## src/rtl/spiflash_wb_reader_pkg.sv

```systemverilog
// Shared types and constants for the Wishbone-to-SPI-flash read bridge.
package spiflash_wb_reader_pkg;

   typedef enum logic [2:0] {
      S_IDLE,
      S_CMD,
      S_ADDR,
      S_DATA,
      S_ACK,
      S_HOLD,
      S_CSWAIT,
      S_ERR
   } state_t;

   localparam logic [7:0] SPI_CMD_READ = 8'h03;
   localparam logic [5:0] CMD_BITS     = 6'd8;
   localparam logic [5:0] ADDR_BITS    = 6'd24;
   localparam logic [5:0] DATA_BITS    = 6'd32;

   // Flash streams bytes MSB-first; the first byte received lands in the low lane.
   function automatic logic [31:0] flash_to_wb(input logic [31:0] rx);
      return {rx[7:0], rx[15:8], rx[23:16], rx[31:24]};
   endfunction

endpackage

```

## src/rtl/spiflash_shift_engine.sv

```systemverilog
// SPI mode-0 bit engine: SCK prescaler plus 32-bit MSB-first TX/RX shifter.
module spiflash_shift_engine #(
   parameter int CLK_DIV = 1
) (
   input  logic        clk,
   input  logic        rst_n,
   input  logic        start,
   input  logic        abort,
   input  logic [5:0]  nbits,
   input  logic [31:0] tx_word,
   input  logic        miso,
   output logic        done,
   output logic [31:0] rx_word,
   output logic        sck,
   output logic        mosi
);

   localparam int DW = (CLK_DIV > 1) ? $clog2(CLK_DIV) : 1;

   logic          active;
   logic [DW-1:0] div;
   logic [5:0]    left;
   logic [31:0]   tx_sh;
   logic          tick;

   assign tick = active && (div == DW'(CLK_DIV - 1));
   // done is combinational so a chained start lands on the final falling edge, no gap bit.
   assign done = tick && sck && (left == 6'd1);

   always_ff @(posedge clk or negedge rst_n) begin
      if (!rst_n) begin
         active  <= 1'b0;
         div     <= '0;
         left    <= '0;
         tx_sh   <= '0;
         rx_word <= '0;
         sck     <= 1'b0;
         mosi    <= 1'b0;
      end else if (abort) begin
         active <= 1'b0;
         div    <= '0;
         left   <= '0;
         sck    <= 1'b0;
         mosi   <= 1'b0;
      end else if (start) begin
         active <= 1'b1;
         div    <= '0;
         left   <= nbits;
         sck    <= 1'b0;
         mosi   <= tx_word[31];
         tx_sh  <= {tx_word[30:0], 1'b0};
      end else if (active) begin
         if (tick) begin
            div <= '0;
            sck <= ~sck;
            if (!sck) begin
               rx_word <= {rx_word[30:0], miso};
            end else begin
               left  <= left - 6'd1;
               mosi  <= tx_sh[31];
               tx_sh <= {tx_sh[30:0], 1'b0};
               if (left == 6'd1)
                  active <= 1'b0;
            end
         end else begin
            div <= div + DW'(1);
         end
      end
   end

endmodule

```

## src/rtl/spiflash_wb_reader.sv

```systemverilog
// Read-only Wishbone slave serving the flash window via SPI READ (0x03),
// holding CS low after each word so sequential reads stream without re-addressing.
module spiflash_wb_reader
   import spiflash_wb_reader_pkg::*;
#(
   parameter int CLK_DIV      = 1,
   parameter int IDLE_TIMEOUT = 16,
   parameter int CS_HIGH_MIN  = 2
) (
   input  logic        sys_clk,
   input  logic        sys_rst_n,
   input  logic        wb_cyc_i,
   input  logic        wb_stb_i,
   input  logic        wb_we_i,
   input  logic [3:0]  wb_sel_i,
   input  logic [21:0] wb_adr_i,
   output logic [31:0] wb_dat_o,
   output logic        wb_ack_o,
   output logic        wb_err_o,
   output logic        spiflash_cs_n,
   output logic        spiflash_clk,
   output logic        spiflash_mosi,
   input  logic        spiflash_miso,
   output logic        busy
);

   localparam int HW = $clog2(IDLE_TIMEOUT + 1);
   localparam int CW = $clog2(CS_HIGH_MIN + 1);

   state_t        state;
   logic [21:0]   adr_q;
   logic          launch;
   logic          pending;
   logic [HW-1:0] hold_cnt;
   logic [CW-1:0] cw_cnt;

   logic          eng_start;
   logic [5:0]    eng_nbits;
   logic [31:0]   eng_tx;
   logic          eng_done;
   logic [31:0]   eng_rx;

   logic          rd_req;
   logic          wr_req;
   logic          seq_hit;
   logic          xfer_abort;
   logic          sel_unused;

   assign sel_unused = ^wb_sel_i;
   assign rd_req     = wb_cyc_i && wb_stb_i && !wb_we_i;
   assign wr_req     = wb_cyc_i && wb_stb_i && wb_we_i;
   assign seq_hit    = (wb_adr_i == adr_q + 22'd1);
   assign xfer_abort = !wb_cyc_i && (state == S_CMD || state == S_ADDR || state == S_DATA);
   assign busy       = (state != S_IDLE);

   // CMD -> ADDR -> DATA are chained off eng_done so the bit stream is continuous.
   always_comb begin
      eng_start = 1'b0;
      eng_nbits = DATA_BITS;
      eng_tx    = '0;
      case (state)
         S_CMD: begin
            if (launch) begin
               eng_start = 1'b1;
               eng_nbits = CMD_BITS;
               eng_tx    = {SPI_CMD_READ, 24'h0};
            end else if (eng_done) begin
               eng_start = 1'b1;
               eng_nbits = ADDR_BITS;
               eng_tx    = {adr_q, 2'b00, 8'h00};
            end
         end
         S_ADDR:  eng_start = eng_done;
         S_DATA:  eng_start = launch;
         default: eng_start = 1'b0;
      endcase
   end

   spiflash_shift_engine #(.CLK_DIV(CLK_DIV)) u_engine (
      .clk     (sys_clk),
      .rst_n   (sys_rst_n),
      .start   (eng_start),
      .abort   (xfer_abort),
      .nbits   (eng_nbits),
      .tx_word (eng_tx),
      .miso    (spiflash_miso),
      .done    (eng_done),
      .rx_word (eng_rx),
      .sck     (spiflash_clk),
      .mosi    (spiflash_mosi)
   );

   // The request is ignored while ack/err is high: the master still holds stb that cycle.
   always_ff @(posedge sys_clk or negedge sys_rst_n) begin
      if (!sys_rst_n) begin
         state         <= S_IDLE;
         spiflash_cs_n <= 1'b1;
         wb_ack_o      <= 1'b0;
         wb_err_o      <= 1'b0;
         wb_dat_o      <= '0;
         adr_q         <= '0;
         launch        <= 1'b0;
         pending       <= 1'b0;
         hold_cnt      <= '0;
         cw_cnt        <= '0;
      end else begin
         wb_ack_o <= 1'b0;
         wb_err_o <= 1'b0;
         launch   <= 1'b0;
         case (state)
            S_IDLE: begin
               if (!wb_err_o && wr_req) begin
                  state <= S_ERR;
               end else if (!wb_err_o && rd_req) begin
                  adr_q         <= wb_adr_i;
                  spiflash_cs_n <= 1'b0;
                  launch        <= 1'b1;
                  state         <= S_CMD;
               end
            end
            S_ERR: begin
               wb_err_o <= 1'b1;
               state    <= S_IDLE;
            end
            S_CMD, S_ADDR, S_DATA: begin
               if (xfer_abort) begin
                  spiflash_cs_n <= 1'b1;
                  pending       <= 1'b0;
                  cw_cnt        <= '0;
                  state         <= S_CSWAIT;
               end else if (eng_done) begin
                  case (state)
                     S_CMD:  state <= S_ADDR;
                     S_ADDR: state <= S_DATA;
                     default: begin
                        wb_dat_o <= flash_to_wb(eng_rx);
                        state    <= S_ACK;
                     end
                  endcase
               end
            end
            S_ACK: begin
               wb_ack_o <= 1'b1;
               hold_cnt <= '0;
               state    <= S_HOLD;
            end
            S_HOLD: begin
               if (!wb_ack_o && !wb_err_o && rd_req) begin
                  adr_q    <= wb_adr_i;
                  hold_cnt <= '0;
                  if (seq_hit) begin
                     launch <= 1'b1;
                     state  <= S_DATA;
                  end else begin
                     spiflash_cs_n <= 1'b1;
                     pending       <= 1'b1;
                     cw_cnt        <= '0;
                     state         <= S_CSWAIT;
                  end
               end else begin
                  if (!wb_ack_o && !wb_err_o && wr_req)
                     wb_err_o <= 1'b1;
                  if (hold_cnt == HW'(IDLE_TIMEOUT - 1)) begin
                     spiflash_cs_n <= 1'b1;
                     pending       <= 1'b0;
                     cw_cnt        <= '0;
                     state         <= S_CSWAIT;
                  end else begin
                     hold_cnt <= hold_cnt + HW'(1);
                  end
               end
            end
            S_CSWAIT: begin
               if (cw_cnt == CW'(CS_HIGH_MIN - 1)) begin
                  pending <= 1'b0;
                  if (pending && rd_req) begin
                     spiflash_cs_n <= 1'b0;
                     launch        <= 1'b1;
                     state         <= S_CMD;
                  end else begin
                     state <= S_IDLE;
                  end
               end else begin
                  cw_cnt <= cw_cnt + CW'(1);
               end
            end
            default: state <= S_IDLE;
         endcase
      end
   end

endmodule
```

## config.mk

```make
export PLATFORM = sky130hd
export DESIGN_NAME = spiflash_wb_reader
export DESIGN_NICKNAME = d
export VERILOG_FILES = /design/src/rtl/spiflash_wb_reader_pkg.sv /design/src/rtl/spiflash_shift_engine.sv /design/src/rtl/spiflash_wb_reader.sv
export SDC_FILE = /design/constraint.sdc
export NUM_CORES = 1
export LEC_CHECK = 0
export ABC_CLOCK_PERIOD_IN_PS = 2900
export BUFFER_PORTS_ARGS = -buffer_cell sky130_fd_sc_hd__buf_2
export CORE_AREA = 2 2 123 125
export DETAILED_ROUTE_END_ITERATION = 10
export DIE_AREA = 0 0 125 127
export GPL_TIMING_DRIVEN = 0
export PLACE_DENSITY_LB_ADDON = 0.12
export SYNTH_ARGS = -nofsm -noshare
export SYNTH_HDL_FRONTEND = slang
export SYNTH_SLANG_ARGS = --single-unit
```

## constraint.sdc

```tcl
create_clock -name sys_clk -period 2.9 [get_ports sys_clk]
set_input_delay 0.29 -clock sys_clk [delete_from_list [all_inputs] [get_ports sys_clk]]
set_output_delay 0.29 -clock sys_clk [all_outputs]
set_load 0.005 [all_outputs]
```

-- After elaboration in Yosys (flattened, before gate mapping)
Cells that the tools add are included.
- ROM bits: 0
- register bits: 143
- bits in latches: 0
- bits in writable memories: 0
- input port bits: 32
- logic and storage cells: 180
- memories: 0
- output and inout port bits: 38
- divide/modulo/power cells: 0
- reductions and logical operators: 44
- add/subtract/negate cells: 5
- multiplexer cells: 86
- multipliers: 0
- shift operators: 0
- equal/unequal tests: 23
- bitwise logic cells: 5
- magnitude comparators: 0
- operators with widths (kind ; number):
    $mux 32 ; 7
    $mux 22 ; 3
    $mux 6 ; 8
    $pmux 22 s2 ; 1
    $mux 1 ; 43
    $mux 3 ; 8
    $add 22x1->22 const B ; 1
    $eq 22x22->1 ; 1
    $pmux 3 s6 ; 1
    $reduce_and 4->1 ; 4
    $reduce_and 5->1 ; 3
    $reduce_bool 3->1 ; 5
    $logic_and 1x1->1 ; 13
    $eq 3x3->1 const B ; 4
    $ne 2x2->1 const B ; 6
    $ne 3x3->1 const B ; 4
    $mux 2 ; 5
    $mux 5 ; 2
    $pmux 5 s2 ; 1
    $reduce_bool 2->1 ; 5
    $pmux 1 s3 ; 3
    $reduce_and 8->1 ; 1
    $eq 3x2->1 const B ; 2
    $eq 6x1->1 const B ; 1
    22 further kinds ; 31

-- Longest topological paths before layout
Gate-level depths: netlist of the first run.
- depth after elaboration: 9
- depth in mapped cells: 11

-- Hierarchy
From an unflattened synthesis of the first run, not the netlist that was laid out.
- cells, all modules: 607
- area total of the unflattened synthesis: 7394.6 µm²
- by module, submodules not included (module ; area each (µm²) ; times used ; cells each):
    spiflash_wb_reader ; 3996.3 ; 1 ; 379
    spiflash_shift_engine ; 3398.3 ; 1 ; 228

-- Worst setup path before layout of the first run
OpenSTA, ideal clock, no wires.
- kind: register to register
- start: register adr_q[0]
- end: register cw_cnt[0]
- library setup time: 118 ps
- slack: 252 ps
- period minus slack after synthesis: 2648 ps
- arrival time: 2530 ps
- stages on the path, launching flop included: 11
- cell sequence: dfrtp_1 ha_1 nand3_2 or4_1 buf_2 and3b_2 nor4_1 or4_4 nor4b_4 a211o_2 a21o_1
- cells in the longest elaborated chain, start to end: 4
- ends and longest elaborated chain (element ; line ; RTL):
    from (decl) ; spiflash_wb_reader.sv:31 ; logic [21:0] adr_q;
    from (signal assigned) ; spiflash_wb_reader.sv:115 ; adr_q <= wb_adr_i;
    from (signal assigned) ; spiflash_wb_reader.sv:149 ; adr_q <= wb_adr_i;
    $add 22x1->22 ; spiflash_wb_reader.sv:52 ; assign seq_hit = (wb_adr_i == adr_q + 22'd1);
    $eq 22x22->1 ; spiflash_wb_reader.sv:52 ;
    $ne 3x3->1 (no source line) ; - ;
    $reduce_and 5->1 (no source line) ; - ;
    to (signal assigned) ; spiflash_wb_reader.sv:184 ; cw_cnt <= cw_cnt + CW'(1);
    to (decl) ; spiflash_wb_reader.sv:35 ; logic [CW-1:0] cw_cnt;
No other way between the ends.
A chain may end at the register's enable or synchronous reset.

-- Final worst setup path of the first run
- start: register adr_q[1]
- end: register cw_cnt[1]
Same word-level chain as after synthesis.

==> results of run 1 <==
-- logic make-up (layout without fill, tap and decap cells) --
kind of cell,Yosys count,count (layout),share of synthesized area
flip-flops,132,132,0.511
adder cells (fa/ha/maj),6,6,0.0116
AO/OA/AOI/OAI,113,113,0.112
buffers and inverters,43,150,0.0288
AND/OR/NAND/NOR,170,170,0.143
multiplexers,86,86,0.150
XOR/XNOR,33,33,0.0447
other,0,4,0
-- Yosys cell counts (2+ instances only) --
cell type / n / area [um2]
a211oi_1: 5 / 37.5
a21o_1: 4 / 30.0
a21oi_1: 20 / 100
a22oi_1: 18 / 135
a2bb2oi_1: 2 / 17.5
a311o_1: 2 / 20.0
a31oi_1: 3 / 18.8
a41oi_1: 2 / 17.5
and2_1: 2 / 12.5
and3_1: 4 / 25.0
and4_1: 2 / 17.5
buf_1: 3 / 11.3
buf_2: 4 / 20.0
buf_4: 5 / 37.5
clkbuf_1: 18 / 67.6
dfrtp_1: 131 / 3280
ha_1: 6 / 75.1
inv_1: 12 / 45.0
mux2_2: 86 / 968
nand2_1: 62 / 233
nand2b_1: 2 / 12.5
nand3_1: 8 / 40.0
nand3b_1: 2 / 15.0
nand4_1: 9 / 56.3
nand4_4: 2 / 42.5
nor2_1: 27 / 101
nor2b_1: 6 / 37.5
nor3_1: 11 / 55.1
nor3b_1: 2 / 15.0
nor4_1: 8 / 50.1
o211ai_1: 3 / 22.5
o21ai_0: 40 / 200
o2bb2ai_1: 3 / 26.3
o31ai_1: 2 / 15.0
or2_2: 2 / 12.5
or3_1: 5 / 31.3
or4_1: 3 / 22.5
or4b_2: 3 / 30.0
xnor2_1: 22 / 193
xor2_1: 11 / 96.3
-- worst min-delay path: stages --
cell     delay (ps)
buf_2           100
nand2_1          40
o21ai_0          60
-- through the flow --
step | std cells | cell area (um2) | total power, uW | hold WS (ps) | util
floorplan | 583 | 6470 | 4470 | -5.59 | -
global placement | 832 | 7020 | 5060 | 464 | 0.487
detailed placement | 833 | 7060 | 5140 | 233 | 0.489
CTS | 866 | 7740 | 7520 | 102 | 0.536
global route | 875 | 7850 | 8070 | 119 | 0.544
finish | 878 | 7860 | 7560 | 111 | 0.545
-- path summary, 6_finish.rpt --
kind,end,depth (start not counted)
min,adr_q[16],3
min reg2reg,spiflash_cs_n,2
max,cw_cnt[1],12
min in group asynchronous,state[1],2
max reg2reg,cw_cnt[1],12
max in group asynchronous,adr_q[13],3
-- flip-flops by register name, indices dropped and copies added, names as in the netlist, 2 cells and up --
register and flops:
adr_q 22, wb_dat_o 32, u_engine.rx_word 32, hold_cnt 5, cw_cnt 2, u_engine.left 6, u_engine.tx_sh 21, state 3
-- layer usage --
metal	up-vias	GRT usage	wire length, um
met3	23	0.0565	721
met5	-	0	0
met2	104	0.308	6920
li1	2297	-	-
met1	2408	0.255	6700
met4	0	0.0791	291
-- timing repair --
item	CTS	global route
gates resized for setup	6	18
endpoints found under the setup margin	39	54
pin swaps	1	5
hold endpoints to repair	37	0
hold buffers	1	0
buffers inserted	2	8
-- final cells by class --
class,count,area [um2],share of cell area
Antenna cell,4,10.0,0.00127
Buffer,30,149,0.0190
Clock buffer,20,457,0.0581
Clock inverter,11,175,0.0223
Inverter,12,45.0,0.00573
Multi-Input combinational cell,408,3030,0.386
Sequential cell,132,3310,0.422
Tap cell,184,230,0.0293
Timing Repair Buffer,77,444,0.0565
-- power groups by stage --
stage	Clock [uW]	Combinational [uW]	Sequential (uW)
3_5_place_dp	0	2360	2780
6_report	2320	2450	2790
2_1_floorplan	0	1820	2650
3_3_place_gp	0	2300	2760
4_1_cts	2360	2400	2770
5_1_grt	2450	2760	2860
==> results.json, run 1 <==
{
  "r2r_start": "adr_q[1]",
  "htree_levels": 4,
  "routed_wl_um": 14600,
  "core-area_mm2": 0.0144,
  "max_slew.worst_pin.slew_ps": 755,
  "first_global_vias": 5018,
  "finalCriticalPeriod_ps": 2820,
  "crit_arrival_ps": 3150,
  "drc": 0,
  "port_buffers": 65,
  "synth-edff-count": 0,
  "synth_nets": 621,
  "pwr-share-clk": 0.307,
  "drv_cap": 0,
  "worst_slack_ps": 79.4,
  "track_usage": 0.195,
  "critPathLaunch": "adr_q[1]",
  "cp_max_fo": 6,
  "power_density_mw_per_mm2": 962,
  "die_area_mm2": 0.0159,
  "cpPeakStageDelay_ps": 560,
  "dr.pass1.iters": 4,
  "drv_slew": 0,
  "io_pins": 70,
  "swShare": 0.347,
  "cp.buffers_inverters": 3,
  "critPathKind": "flop to flop",
  "clock_skew_ps": 10.0,
  "ys_seq_area_frac": 0.511,
  "dp_hpwl_um": 10100,
  "drive_above_1_share": 0.342,
  "finalHoldViolations": 0,
  "clk_latency_ps": 420,
  "async_flop_share": 1.00,
  "cts-root-buf": "clkbuf_16",
  "cp_common_cell": "buf_4",
  "clock_path_buffers": 2,
  "cts_tree": "built",
  "setup_tns_ps": 0,
  "drt_iter0_markers": 315,
  "min_period_over_period": 0.973,
  "num_rows": 44,
  "antenna_found_initial": 2,
  "detail-route-antenna-nets": 0,
  "cp.required_ps": 3230,
  "ys_types": 61,
  "p_int_uw": 4930,
  "status": "finished, final reports clean",
  "max_freq_mhz": 355,
  "grt-ovfl-total": 0,
  "cellLeakagePower_uw": 0.00362,
  "critPathSlowestCell": "or4_4",
  "setup_viol_count_final": 0,
  "max-vdd-ir-drop_uv": 472,
  "die_y_um": 127,
  "ys.warnings.count": 0,
  "vias_per_cell": 5.50,
  "numCtsBuffers": 17,
  "power_switching_uw": 2620,
  "dp_slack_ps": -228,
  "cts.clk_slew.worst_paths_ps": 60,
  "final_cell_mix": "dfrtp_1, mux2_2, buf_2",
  "final_common_cell": "dfrtp_1",
  "wl_per_cell_um": 16.7,
  "ys_seq_elements": 132,
  "grt_pass1_wl_um": 25000,
  "globalplace.congestion": 0.842,
  "slew_headroom": 0.492,
  "syn_avg_cell_area_um2": 11.1,
  "holdCritStartpoint": "wb_adr_i[16]",
  "via_count": 4832,
  "cts_sinks": 132,
  "initial_core_util": 0.448,
  "end_kind": "flop",
  "syn2layout_area_growth_pct": 21.4,
  "hp-class": "input pin to flop",
  "seq_power_share": 0.369,
  "crit_chain": "ha_4 > nand3_4 > or4_4 > buf_6 > buf_4 > xnor2_2 > o2111ai_1 > nor4_1 > nor4b_4 > buf_4 > a211o_2 > o2bb2ai_1",
  "synth_cells": 583,
  "ys.flop_type": "dfrtp_1",
  "cp_top_family": "simple AND/OR/NAND/NOR gates",
  "pwr-share-comb": 0.325,
  "fp.dieW_um": 125,
  "grt_start_max_net_pins": 95,
  "syn-cell-area_mm2": 0.00647,
  "r2r_slack_ps": 80,
  "fin_nets": 716,
  "fillers": 1295,
  "worst_setup_path_start_kind": "flop"
}
(Power assumes the default switching activity.)
==> inputs of run 2 (changes only) <==
--- a/config.mk
+++ b/config.mk
@@ -5,11 +5,12 @@
 export SDC_FILE = /design/constraint.sdc
 export NUM_CORES = 1
 export LEC_CHECK = 0
+export ABC_AREA = 1
 export ABC_CLOCK_PERIOD_IN_PS = 2900
 export BUFFER_PORTS_ARGS = -buffer_cell sky130_fd_sc_hd__buf_2
-export CORE_AREA = 2 2 123 125
+export CORE_AREA = 2 2 125 127
 export DETAILED_ROUTE_END_ITERATION = 10
-export DIE_AREA = 0 0 125 127
+export DIE_AREA = 0 0 127 129
 export GPL_TIMING_DRIVEN = 0
 export PLACE_DENSITY_LB_ADDON = 0.12
 export SYNTH_ARGS = -nofsm -noshare
==> run 2 against run 1 <==
Against the previous run: sequential power decreased by 10%; synthesized cell count up 44%; setup slack better by 560 ps; non-clock buffer count decreased by 18; register-to-register slack improved by 560 ps; critical path type unchanged; highest routed layer unchanged.
==> results.json, run 2 <==
{
  "status": "finished, final reports clean",
  "async_flop_share": 1.00,
  "vias_per_cell": 4.90,
  "drv_cap": 0,
  "setup_viol_count_final": 0,
  "initial_core_util": 0.446,
  "first_global_vias": 5373,
  "clk_latency_ps": 420,
  "synth.most_common_cell": "nand2_1",
  "final_common_cell": "nand2_1",
  "synth_area_leaders": "dfrtp_1, nand2_1, inv_1, o21ai_0, o21ai_1",
  "cpPeakStageDelay_ps": 440,
  "synth-edff-count": 0,
  "grt-ovfl-total": 0,
  "ys_seq_area_frac": 0.494,
  "critPathKind": "flop to flop",
  "clock_path_buffers": 2,
  "worst_setup_path_start_kind": "flop",
  "ys.warnings.count": 0,
  "die_y_um": 129,
  "dp_hpwl_um": 11200,
  "seq_power_share": 0.389,
  "rsz0062_at_grt": "no",
  "placed_cell_area_mm2": 0.00728,
  "largest_registers": "u_engine.rx_word x32, wb_dat_o x32, adr_q x22",
  "r2r_slack_ps": 640,
  "cts_tree": "built",
  "finalInstanceArea_mm2": 0.00786,
  "port_buffers": 65,
  "finalHoldViolations": 0,
  "yosys.area.top_type": "dfrtp_1",
  "synth_nets": 880,
  "ys_types": 40,
  "cts_sinks": 132,
  "num_rows": 45,
  "grt_pass1_wl_um": 25700,
  "cts-root-buf": "clkbuf_16",
  "drv_slew": 0,
  "cp_top_family": "simple AND/OR/NAND/NOR gates",
  "pwr-share-comb": 0.292,
  "grt_start_max_net_pins": 87,
  "power_density_mw_per_mm2": 821,
  "power_switching_uw": 2380,
  "die_area_mm2": 0.0164,
  "final_core_util": 0.525,
  "syn2layout_area_growth_pct": 17.5,
  "crit_chain": "ha_1 > nand2_1 > nor2_4 > nand3_2 > nor2_1 > nand3_1 > nand2_1 > nand3_1 > nor2_2 > nand2_1 > nand2_1 > nand3_1 > nand2_1 > inv_1",
  "num_antenna_cells": 0,
  "fin_nets": 966,
  "io_pins": 70,
  "synth_largest_type_area_fraction": 0.490,
  "max-vdd-ir-drop_uv": 589,
  "track_usage": 0.198,
  "cp.required_ps": 3220,
  "antenna_found_initial": 0,
  "ys_seq_elements": 132,
  "wl_per_cell_um": 13.5,
  "syn-cell-area_mm2": 0.00669,
  "max_freq_mhz": 442,
  "detail-route-antenna-nets": 0,
  "cp.buffers_inverters": 1,
  "cts.clk_slew.worst_paths_ps": 60,
  "dr.pass1.iters": 4,
  "fp.dieW_um": 127,
  "ys.flop_type": "dfrtp_1",
  "globalplace.congestion": 0.846,
  "swShare": 0.369,
  "fillers": 1487,
  "drive_above_1_share": 0.158,
  "critPathSlowestCell": "dfrtp_1",
  "cp_max_fo": 7,
  "clock_skew_ps": 17.2,
  "hp-class": "input pin to flop",
  "core-area_mm2": 0.0150,
  "crit_arrival_ps": 2580,
  "pwr-share-clk": 0.319,
  "cellLeakagePower_uw": 0.00384,
  "max_slew.worst_pin.slew_ps": 538,
  "via_count": 5532,
  "final_cell_mix": "nand2_1, dfrtp_1, inv_1",
  "htree_levels": 4,
  "end_kind": "flop",
  "finalCriticalPeriod_ps": 2260,
  "drt_iter0_markers": 232,
  "p_int_uw": 4070,
  "slew_headroom": 0.642,
  "min_period_over_period": 0.780,
  "synth_cells": 842,
  "cp_common_cell": "nand2_1",
  "numCtsBuffers": 17,
  "syn_avg_cell_area_um2": 7.94,
  "routed_wl_um": 15300,
  "synth.top_cells.by_count": "nand2_1, dfrtp_1, inv_1",
  "drc": 0
}
==> run 2: cell types whose count changed after synthesis, sizes merged, moves of 10 or more <==
cell and change:
a21oi -12, a22oi -13, clkbuf -10, inv +119
mux2 -82, nand2 +183, nand3 +33, nor2 +38
o21ai +74, o22ai +18, xnor2 -13
==> run 2: repair_timing <==
action	CTS	global route
gates resized for setup	0	0
endpoints found under the setup margin	0	0
endpoints found under the hold margin	45	0
hold buffers	1	0
buffers inserted	0	0
==> run 2: power groups by stage <==
stage	logic (uW)	clock network (uW)	registers, uW
after floorplan	1440	0	2460
final	1890	2060	2510
after detailed placement	1890	0	2540
after CTS	1910	2100	2510
after global routing	2180	2170	2560
after global placement	1880	0	2540
==> run 2: cells by family after synthesis <==
family                     after synthesis  synth area share
DFF                                    132             0.494
AOI/OAI and AO/OA                      154             0.127
muxes                                    4           0.00674
buffers and inverters                  154            0.0911
and+or+nand+nor                        373             0.245
adders and majority gates                6            0.0112
xor gates and xnor gates                19            0.0249
==> run 2: area by class of cell <==
cell class,count,area (um2),area share
Buffer,22,114,0.0145
Inverter,132,495,0.0631
Sequential cell,132,3300,0.421
Timing Repair Buffer,67,369,0.0470
Tap cell,188,235,0.0299
Clock buffer,18,439,0.0559
Multi-Input combinational cell,556,2770,0.353
Clock inverter,14,128,0.0162
==> run 2: worst paths after layout <==
path,start,endpoint,depth (start not counted)
worst max-delay path,adr_q[0],state[2],14
worst min register to register,spiflash_cs_n,spiflash_cs_n,2
worst min-delay path,wb_adr_i[4],adr_q[4],3
min in group asynchronous,sys_rst_n,adr_q[8],2
max in group asynchronous,sys_rst_n,wb_dat_o[23],3
worst max register to register,adr_q[0],state[2],14
==> run 2: tightest hold or removal path, stage by stage <==
cell and delay, ps:
buf_2 100, nand2_1 40, o21ai_0 60
==> run 2: per-layer routing <==
layer  vias to the layer above  share of wire  GRT usage
met4                         0         0.0083     0.0498
met3                        10          0.042     0.0545
met1                      2580           0.48      0.262
li1                       2845              -          -
met5                         -              0          0
met2                        97           0.47      0.324
==> run 2: through the flow <==
| stage | setup TNS [ps] | cells | hold slack (ps) | worst slack, ps | total power, uW |
|---|---|---|---|---|---|
| 3_5_place_dp | 0 | 1096 | 258 | 624 | 4430 |
| 3_3_place_gp | -49040 | 1095 | 464 | -386 | 4420 |
| 6_report | 0 | 1129 | 97.3 | 637 | 6450 |
| 2_1_floorplan | 0 | 842 | -5.59 | 1100 | 3890 |
| 5_1_grt | 0 | 1129 | 106 | 407 | 6910 |
| 4_1_cts | 0 | 1129 | 95.3 | 612 | 6510 |
